### config.mk
export PLATFORM = sky130hd
export DESIGN_NAME = draw_rect_char_flat
export DESIGN_NICKNAME = d
export VERILOG_FILES = /design/src/rtl/draw_rect_char_if.sv /design/src/rtl/draw_rect_char.sv /design/src/flat_wrapper.sv
export SDC_FILE = /design/constraint.sdc
export NUM_CORES = 1
export LEC_CHECK = 0
export ABC_AREA = 1
export BUFFER_PORTS_ARGS = -buffer_cell sky130_fd_sc_hd__buf_2
export CAP_MARGIN = 15
export CORE_UTILIZATION = 41
export CTS_CLUSTER_DIAMETER = 50
export CTS_CLUSTER_SIZE = 14
export DETAILED_ROUTE_END_ITERATION = 6
export PLACE_DENSITY_LB_ADDON = 0.12
export SETUP_SLACK_MARGIN = 0.15
export SLEW_MARGIN = 5
export SYNTH_ARGS = -nofsm -noshare
export SYNTH_HDL_FRONTEND = slang
export SYNTH_SLANG_ARGS = --single-unit
### constraint.sdc
create_clock -name clk -period 1.7 [get_ports clk]
set_input_delay 0.085 -clock clk [delete_from_list [all_inputs] [get_ports clk]]
set_output_delay 0.085 -clock clk [all_outputs]
set_load 0.02 [all_outputs]
### src/rtl/draw_rect_char_if.sv
// Pixel-pipeline bundle for the text-box overlay: incoming VGA timing and
// background colour, the two ROM lookup paths, and the delayed outputs.
interface draw_rect_char_if;
  logic [10:0] hcount_in;
  logic [10:0] vcount_in;
  logic        hsync_in;
  logic        hblnk_in;
  logic        vsync_in;
  logic        vblnk_in;
  logic [11:0] rgb_in;
  logic        en;
  logic [7:0]  char_line_pixels;

  logic [7:0]  char_xy;
  logic [3:0]  char_line;
  logic [10:0] hcount_out;
  logic [10:0] vcount_out;
  logic        hsync_out;
  logic        hblnk_out;
  logic        vsync_out;
  logic        vblnk_out;
  logic [11:0] rgb_out;

  // Overlay stage view
  modport slave (
    input  hcount_in, vcount_in, hsync_in, hblnk_in, vsync_in, vblnk_in,
           rgb_in, en, char_line_pixels,
    output char_xy, char_line, hcount_out, vcount_out, hsync_out, hblnk_out,
           vsync_out, vblnk_out, rgb_out
  );

  // Upstream timing source / ROM side view
  modport master (
    output hcount_in, vcount_in, hsync_in, hblnk_in, vsync_in, vblnk_in,
           rgb_in, en, char_line_pixels,
    input  char_xy, char_line, hcount_out, vcount_out, hsync_out, hblnk_out,
           vsync_out, vblnk_out, rgb_out
  );
endinterface

### src/rtl/draw_rect_char.sv
// Text-box overlay: addresses the char-code and font ROMs from the pixel
// position, then paints set glyph pixels over the background. Timing is
// carried through a fixed pipeline so it lines up with the two ROM reads.
module draw_rect_char #(
  parameter logic [10:0] XPOS         = 11'd100,
  parameter logic [10:0] YPOS         = 11'd50,
  parameter logic [11:0] LETTER_COLOR = 12'hFFF
) (
  input logic             clk,
  input logic             rst_n,
  draw_rect_char_if.slave bus
);

  localparam int unsigned BOX_W  = 128;
  localparam int unsigned BOX_H  = 256;
  localparam int unsigned CMP_W  = 12;
  localparam int unsigned RGB_W  = 12;
  localparam int unsigned POS_W  = 11;
  // Timing bundle layout: {hcount, vcount, hsync, hblnk, vsync, vblnk, rgb}
  localparam int unsigned TIM_W  = 2 * POS_W + 4 + RGB_W;
  localparam int unsigned VB_BIT = RGB_W;
  localparam int unsigned VS_BIT = RGB_W + 1;
  localparam int unsigned HB_BIT = RGB_W + 2;

  logic [CMP_W-1:0] x_lo, x_hi, y_lo, y_hi;
  logic             in_box_c;
  logic [6:0]       dx_c;
  logic [7:0]       dy_c;
  logic [TIM_W-1:0] tim_in_c;

  logic [7:0]       char_xy_q;
  logic [3:0]       line1;
  logic [2:0]       xoff1, xoff2, xoff3;
  logic             draw1, draw2, draw3;
  logic [TIM_W-1:0] tim1, tim2, tim3, tim_out;
  logic [3:0]       char_line_q;

  logic             pixel_on_c;
  logic [RGB_W-1:0] rgb_next_c;

  // Box bounds widened by one bit so the right/bottom limits cannot wrap
  assign x_lo = CMP_W'(XPOS);
  assign x_hi = CMP_W'(XPOS) + CMP_W'(BOX_W);
  assign y_lo = CMP_W'(YPOS);
  assign y_hi = CMP_W'(YPOS) + CMP_W'(BOX_H);

  assign in_box_c = ({1'b0, bus.hcount_in} >= x_lo) && ({1'b0, bus.hcount_in} < x_hi) &&
                    ({1'b0, bus.vcount_in} >= y_lo) && ({1'b0, bus.vcount_in} < y_hi);

  // Only the low bits of the box-relative offsets are needed: col/xoff and row/line
  assign dx_c = 7'(bus.hcount_in - XPOS);
  assign dy_c = 8'(bus.vcount_in - YPOS);

  assign tim_in_c = {bus.hcount_in, bus.vcount_in, bus.hsync_in, bus.hblnk_in,
                     bus.vsync_in, bus.vblnk_in, bus.rgb_in};

  // Stage 1: char-code ROM address plus position-derived side data
  always_ff @(posedge clk or negedge rst_n) begin
    if (!rst_n) begin
      char_xy_q <= '0;
      line1     <= '0;
      xoff1     <= '0;
      draw1     <= 1'b0;
      tim1      <= '0;
    end else begin
      char_xy_q <= in_box_c ? {dy_c[7:4], dx_c[6:3]} : 8'h00;
      line1     <= dy_c[3:0];
      xoff1     <= dx_c[2:0];
      draw1     <= in_box_c & bus.en;
      tim1      <= tim_in_c;
    end
  end

  // Stage 2: glyph line lands together with the char-code ROM output
  always_ff @(posedge clk or negedge rst_n) begin
    if (!rst_n) begin
      char_line_q <= '0;
      xoff2       <= '0;
      draw2       <= 1'b0;
      tim2        <= '0;
    end else begin
      char_line_q <= line1;
      xoff2       <= xoff1;
      draw2       <= draw1;
      tim2        <= tim1;
    end
  end

  // Stage 3: wait out the font ROM read
  always_ff @(posedge clk or negedge rst_n) begin
    if (!rst_n) begin
      xoff3 <= '0;
      draw3 <= 1'b0;
      tim3  <= '0;
    end else begin
      xoff3 <= xoff2;
      draw3 <= draw2;
      tim3  <= tim2;
    end
  end

  // Pick the current glyph bit (MSB is leftmost) and suppress it during blanking
  always_comb begin
    pixel_on_c = 1'b0;
    rgb_next_c = tim3[RGB_W-1:0];
    if (draw3 && !tim3[HB_BIT] && !tim3[VB_BIT]) begin
      pixel_on_c = bus.char_line_pixels[3'd7 - xoff3];
    end
    if (pixel_on_c) begin
      rgb_next_c = LETTER_COLOR;
    end
  end

  // Output register: delayed timing with the composited colour
  always_ff @(posedge clk or negedge rst_n) begin
    if (!rst_n) begin
      tim_out <= '0;
    end else begin
      tim_out <= {tim3[TIM_W-1:RGB_W], rgb_next_c};
    end
  end

  assign bus.char_xy    = char_xy_q;
  assign bus.char_line  = char_line_q;
  assign bus.hcount_out = tim_out[TIM_W-1 -: POS_W];
  assign bus.vcount_out = tim_out[TIM_W-POS_W-1 -: POS_W];
  assign bus.hsync_out  = tim_out[HB_BIT+1];
  assign bus.hblnk_out  = tim_out[HB_BIT];
  assign bus.vsync_out  = tim_out[VS_BIT];
  assign bus.vblnk_out  = tim_out[VB_BIT];
  assign bus.rgb_out    = tim_out[RGB_W-1:0];

endmodule
### src/flat_wrapper.sv
// flat-port wrapper written by rule: the top's interface ports become plain ports
module draw_rect_char_flat 
#(
  parameter logic [10:0] XPOS         = 11'd100,
  parameter logic [10:0] YPOS         = 11'd50,
  parameter logic [11:0] LETTER_COLOR = 12'hFFF
)
  (clk, rst_n, bus_hcount_in, bus_vcount_in, bus_hsync_in, bus_hblnk_in, bus_vsync_in, bus_vblnk_in, bus_rgb_in, bus_en, bus_char_line_pixels, bus_char_xy, bus_char_line, bus_hcount_out, bus_vcount_out, bus_hsync_out, bus_hblnk_out, bus_vsync_out, bus_vblnk_out, bus_rgb_out);
  draw_rect_char_if bus_i ();
  input logic clk;
  input logic rst_n;
  input wire logic [$bits(bus_i.hcount_in)-1:0] bus_hcount_in;
  input wire logic [$bits(bus_i.vcount_in)-1:0] bus_vcount_in;
  input wire logic [$bits(bus_i.hsync_in)-1:0] bus_hsync_in;
  input wire logic [$bits(bus_i.hblnk_in)-1:0] bus_hblnk_in;
  input wire logic [$bits(bus_i.vsync_in)-1:0] bus_vsync_in;
  input wire logic [$bits(bus_i.vblnk_in)-1:0] bus_vblnk_in;
  input wire logic [$bits(bus_i.rgb_in)-1:0] bus_rgb_in;
  input wire logic [$bits(bus_i.en)-1:0] bus_en;
  input wire logic [$bits(bus_i.char_line_pixels)-1:0] bus_char_line_pixels;
  output wire logic [$bits(bus_i.char_xy)-1:0] bus_char_xy;
  output wire logic [$bits(bus_i.char_line)-1:0] bus_char_line;
  output wire logic [$bits(bus_i.hcount_out)-1:0] bus_hcount_out;
  output wire logic [$bits(bus_i.vcount_out)-1:0] bus_vcount_out;
  output wire logic [$bits(bus_i.hsync_out)-1:0] bus_hsync_out;
  output wire logic [$bits(bus_i.hblnk_out)-1:0] bus_hblnk_out;
  output wire logic [$bits(bus_i.vsync_out)-1:0] bus_vsync_out;
  output wire logic [$bits(bus_i.vblnk_out)-1:0] bus_vblnk_out;
  output wire logic [$bits(bus_i.rgb_out)-1:0] bus_rgb_out;
  assign bus_i.hcount_in = bus_hcount_in;
  assign bus_i.vcount_in = bus_vcount_in;
  assign bus_i.hsync_in = bus_hsync_in;
  assign bus_i.hblnk_in = bus_hblnk_in;
  assign bus_i.vsync_in = bus_vsync_in;
  assign bus_i.vblnk_in = bus_vblnk_in;
  assign bus_i.rgb_in = bus_rgb_in;
  assign bus_i.en = bus_en;
  assign bus_i.char_line_pixels = bus_char_line_pixels;
  assign bus_char_xy = bus_i.char_xy;
  assign bus_char_line = bus_i.char_line;
  assign bus_hcount_out = bus_i.hcount_out;
  assign bus_vcount_out = bus_i.vcount_out;
  assign bus_hsync_out = bus_i.hsync_out;
  assign bus_hblnk_out = bus_i.hblnk_out;
  assign bus_vsync_out = bus_i.vsync_out;
  assign bus_vblnk_out = bus_i.vblnk_out;
  assign bus_rgb_out = bus_i.rgb_out;
  draw_rect_char #(.XPOS(XPOS), .YPOS(YPOS), .LETTER_COLOR(LETTER_COLOR)) u_core (.clk(clk), .rst_n(rst_n), .bus(bus_i));
endmodule
After elaboration in Yosys (flattened, before gate mapping):

Index checks and enable logic that the tools add are counted.

* add/subtract/negate cells: 3
* $mul: 0
* divide/modulo/power cells: 0
* magnitude comparators: 5
* equal/unequal tests: 0
* shift-type cells: 0
* muxes and demuxes: 5
* bitwise gates (word level): 1
* reduce and logical (&&, ||, !) cells: 7

Operators by type and width (number)
* two-way mux 12 bit: 1
* >= comparator 11 x 6 -> 1 bit, second input constant: 1
* >= comparator 11 x 7 -> 1 bit, second input constant: 1
* < comparator 11 x 8 -> 1 bit, second input constant: 1
* < comparator 11 x 9 -> 1 bit, second input constant: 1
* two-way mux 8 bit: 1
* subtractor 8 x 6 -> 8 bit, second input constant: 1
* subtractor 7 bit, second input constant: 1
* logical AND 1 bit: 5
* < comparator 3 x 4 -> 1 bit, second input constant: 1
* binary-select mux 1 bit (select 3 bit): 1
* subtractor 3 bit, first input constant: 1
* zero test 1 bit: 2
* two-way mux 1 bit: 2
* bitwise AND 1 bit: 1

* bits in registers: 180
* latch bits: 0
* memory bits (writable): 0
* ROM bits: 0
* input port bits: 49
* output and inout port bits: 50
* word-level logic and storage cells: 34
* memories: 0

Depth between registers and ports, before layout:

* depth after elaboration: 5
* depth in mapped cells: 10
* gate-level depth less buffers: 10

Least setup slack after synthesis:

OpenSTA, ideal clock, no wires.

* kind: register -> register
* from: reg u_core.xoff3[0]
* to: reg u_core.tim_out[10]
* library setup time: 64 ps
* arrival time: 1017 ps
* data required time: 1636 ps
* slack: 619 ps
* stages on the path, launching flop included: 9
* path buffers: 1
* clock period less this slack: 1081 ps
* path through: dfrtp_1 > inv_2 > nand2_1 > nand3_1 > nand2_1 > o21ai_2 > nand2_2 > buf_6 > nand2_2

* longest elaborated chain between the ends: 5

RTL lines
* start: declaration: RTL line draw_rect_char.sv:33 `logic [2:0] xoff1, xoff2, xoff3;`
* start signal: assignment: RTL line draw_rect_char.sv:96 `xoff3 <= xoff2;`
* subtractor 3 bit: RTL line draw_rect_char.sv:107 `pixel_on_c = bus.char_line_pixels[3'd7 - xoff3];`
* binary-select mux 1 bit (select 3 bit): RTL line draw_rect_char.sv:107
* two-way mux 1 bit (implied by the code): RTL line draw_rect_char.sv:107
* two-way mux 1 bit: RTL line draw_rect_char.sv:106 `if (draw3 && !tim3[HB_BIT] && !tim3[VB_BIT]) begin`
* two-way mux 12 bit: RTL line draw_rect_char.sv:109 `if (pixel_on_c) begin`
* net u_core.rgb_next_c[10]: RTL line draw_rect_char.sv:39 `logic [RGB_W-1:0] rgb_next_c;`
* end signal: assignment: RTL line draw_rect_char.sv:119 `tim_out <= {tim3[TIM_W-1:RGB_W], rgb_next_c};`
* end: declaration: RTL line draw_rect_char.sv:35 `logic [TIM_W-1:0] tim1, tim2, tim3, tim_out;`

The timed path passes the listed nets, and every way through them passes these cells. The select of a mux whose other input is x is not followed.

Worst setup path after layout:

* from: in bus_vcount_in[1]
* to: reg u_core.char_xy_q[7], in the netlist u_core.bus.char_xy[7]

* longest elaborated chain between the ends: 4
* elaborated cells between the ends (all ways): 6
* those cells by class: 1 x add/sub; 2 x order compare; 1 x mux; 2 x reduce/logical

RTL lines
* start: declaration: RTL line flat_wrapper.sv:13 `input wire logic [$bits(bus_i.vcount_in)-1:0] bus_vcount_in;`
* >= comparator 11 x 6 -> 1 bit: RTL line draw_rect_char.sv:48 `({1'b0, bus.vcount_in} >= y_lo) && ({1'b0, bus.vcount_in} < y_hi);`
* logical AND 1 bit: RTL line draw_rect_char.sv:47 `assign in_box_c = ({1'b0, bus.hcount_in} >= x_lo) && ({1'b0, bus.hcount_in} < x_hi) &&`
* logical AND 1 bit: RTL line draw_rect_char.sv:48
* two-way mux 8 bit *: RTL line draw_rect_char.sv:66 `char_xy_q <= in_box_c ? {dy_c[7:4], dx_c[6:3]} : 8'h00;`
* end signal: assignment: RTL line draw_rect_char.sv:66
* end: declaration: RTL line draw_rect_char.sv:31 `logic [7:0] char_xy_q;`

Mark *: on every way between the ends. The rest lies on a longest branch, timed or not.

==> flow_summary.toml <==
[pwr]
switching_share_pct = 21.0
p_sw_uw = 1790
powerDensity_nw_per_um2 = 1280
pwr-share-seq_pct = 50.8
ir_drop_mv = 0.485
power.internal_uw = 6760
power.clock.fraction_pct = 43.8
finalPower_uw = 8550
p_leak_uw = 0.00331
pwr-share-comb_pct = 5.5

[worst_setup_path]
r2r-start = "u_core.xoff3[0]$_DFF_PN0_"
worstSetupPathType = "in -> reg"
max_stage_delay_ns = 0.52
ff2ff_setup_slack_ns = 0.42
end_kind = "flop"
critical-path-slowest-cell = "dlygate4sd3_1"
reg2reg_to = "u_core.tim_out[11]$_DFF_PN0_"
reg2reg_depth = 7
required_ns = 2.05
path_cells = "dlygate4sd3_1, buf_2, inv_1, ha_1, nand2_2, nand2_2, nand3_2, nand2_1, inv_1, nor2_2, nand2_4, nor2_2"
arrival_ns = 1.71
start_kind = "input port"
cp_max_fo = 9

[global_route]
grt_usage_pct = 13.9
overflow = 0
grt_max_degree = 50
grt_pass1_vias = 2710
grt_pass1_wl_um = 12700
antenna_found_initial = 0

[floorplan]
num_io_pins = 99
fp.dieW_um = 112
fp.coreArea_um2 = 11600
die_height_um = 112
rows = 39
start_util_pct = 42.7
die_area_um2 = 12500

[sta]
fin_crit_ns = 1.36
fmax_ghz = 0.735
finalHoldViolations = 0
skew_ns = 0.00560
finalSetupViolCount = 0
finalCritPeriodShare_pct = 80.0
max_slew.worst_pin.slew_ns = 0.472
maxSlewViolCount = 0
setup_tns_ns = 0
rsz0062_at_grt = "no"
max_slew_margin_pct = 68.5

[logic_synthesis]
synth_edf_count = 0
synth_flop_cell = "dfrtp_1"
ys_async_sr_fraction_pct = 100
avgSynthCellArea_um2 = 17.0
syn_area_um2 = 4940
synth.distinct_cells = 20
yosys_warnings = 0
netlist_instances = 290
yosysSeqAreaShare_pct = 87.1
ys_ff_latch = 172
syn_nets = 343

[routing]
wl_per_cell_um = 12.1
first_pass_iters = 6
dr.first_iter.drc_count = 67
drc = 7
route.vias.total = 2483
via_per_inst = 4.10
drt_wl_total_um = 7320
ant_nets = 0

[finish]
drive_above_1_share_pct = 36.1
nFillCells = 959
final_util_pct = 57.6
area_delta_synth_final_pct = 34.8
nets = 503
multi_input_area_um2 = 494
regArea_um2 = 4300
fin_area_um2 = 6660
diodes = 0

[cts]
clk_pin_slew_worst_paths_ns = 0.06
clk_latency_ns = 0.42
clkSinkCount = 172
cts_root_buf = "clkbuf_16"
cts_setup_buffers = 0
ctsLongestPathBuffers = 2
cts-htree-levels = 4
cts_buffers = 17
cts_tree = "built"

[job]
maxCapViolCount = 0

[place]
placed_area_um2 = 5670
dp_hpwl_um = 4700
gp_congestion = 0.743
place.port_buffers = 98

[outcome]
violations = "DRC"
status = "complete, but fails checks"

[hold_path]
hold_class = "in -> async"
[Yosys cell counts (2+ instances only)]
cell type | n | area (um2)
dfrtp_1 | 172 | 4300
inv_1 | 26 | 97.6
nand2_1 | 25 | 93.8
nand2_2 | 13 | 81.3
nor2_2 | 11 | 68.8
nand3_1 | 9 | 45.0
nor2_1 | 7 | 26.3
inv_2 | 5 | 18.8
xor2_1 | 5 | 43.8
ha_1 | 4 | 50.1
xnor2_1 | 3 | 26.3
clkinv_1 | 2 | 7.51
[stage by stage]
step           hold slack [ns]  instances  setup slack (ns)
2_1_floorplan           -0.211        290             0.619
3_3_place_gp            0.0581        534             0.489
3_5_place_dp            0.0636        534             0.408
4_1_cts                  0.181        606             0.331
5_1_grt                  0.201        606             0.197
6_report                 0.187        606             0.340
[logic make-up after synthesis]
group | count (synthesis) | synth area share, %
buf+inv | 35 | 2.89
xor+xnor | 8 | 1.42
fa+ha+maj | 4 | 1.01
flops | 172 | 87.1
compound gates | 3 | 0.608
simple gates | 68 | 6.96
[cell type report]
type	count	share of cell area, %
Inverter	33	1.86
Timing Repair Buffer	143	14.6
Multi-Input combinational cell	83	7.42
Sequential cell	172	64.6
Clock inverter	11	1.77
Clock buffer	21	7.06
Tap cell	143	2.69
[how the worst max path moves through the flow]
stage | start | endpoint | slack, ns | cells past startpoint
final | bus_vcount_in[1] | u_core.bus.char_xy[7]$_DFF_PN0_ | 0.34 | 12
after global routing | bus_vcount_in[1] | u_core.bus.char_xy[1]$_DFF_PN0_ | 0.20 | 12
after CTS | bus_vcount_in[1] | u_core.bus.char_xy[1]$_DFF_PN0_ | 0.33 | 12
after detailed placement | u_core.xoff3[0]$_DFF_PN0_ | u_core.tim_out[11]$_DFF_PN0_ | 0.41 | 7
after global placement | u_core.xoff3[0]$_DFF_PN0_ | u_core.tim_out[0]$_DFF_PN0_ | 0.49 | 7
after floorplan | u_core.xoff3[0]$_DFF_PN0_ | u_core.tim_out[10]$_DFF_PN0_ | 0.62 | 8
[power groups by stage]
stage	Sequential, uW	Combinational [uW]	Clock (uW)
finish	4340	467	3740
global route	4360	522	4030
CTS	4350	479	3850
detailed placement	4420	405	0
global placement	4410	400	0
floorplan	4480	93.3	0
[worst max-delay path: cells and delay by family]
kind	cells	cell delay, ns
buffers and inverters	4	0.78
AND/OR/NAND/NOR	7	0.63
adder cells (fa/ha/maj)	1	0.20
[sequential cells by signal (all words and copies together) (netlist names)]
| name | cells |
|---|---|
| u_core.draw3 | 1 |
| u_core.tim3 | 36 |
| u_core.tim_out | 38 |
| u_core.bus.char_xy | 8 |
| u_core.tim1 | 35 |
| u_core.draw1 | 1 |
| u_core.draw2 | 1 |
| u_core.bus.char_line | 3 |
| u_core.tim2 | 36 |
| u_core.line1 | 4 |
| u_core.xoff1 | 3 |
| u_core.xoff2 | 3 |
| u_core.xoff3 | 3 |
[layer usage]
layer  vias up  share of wire [%]  global-route usage, %
li1       1195                  -                      -
met1      1205                 45                   16.6
met2        70                 48                   21.2
met3        13                5.8                   5.44
met4         0                1.9                   8.92
met5         -                  0                      0
[repair_timing]
item,in CTS,in global routing
endpoints found under the hold margin,144,0
endpoints found under the setup margin,0,0
resized for setup,0,0
hold buffers,40,0
[layout by cell type, fill, tap and decap left out, drive strengths merged]
master	Yosys	routed
clkinv	2	9
clkbuf	0	21
nor2	18	18
buf	2	103
nand3	10	10
ha	4	4
dfrtp	172	172
o21ai	1	1
dlygate4sd3	0	40
nor3b	1	1
inv	31	31
bufinv	0	2
nand2	39	39
xor2	5	5
xnor2	3	3
a21oi	2	2
clkinvlp	0	2
No activity file was read; power rests on OpenSTA's default activity.
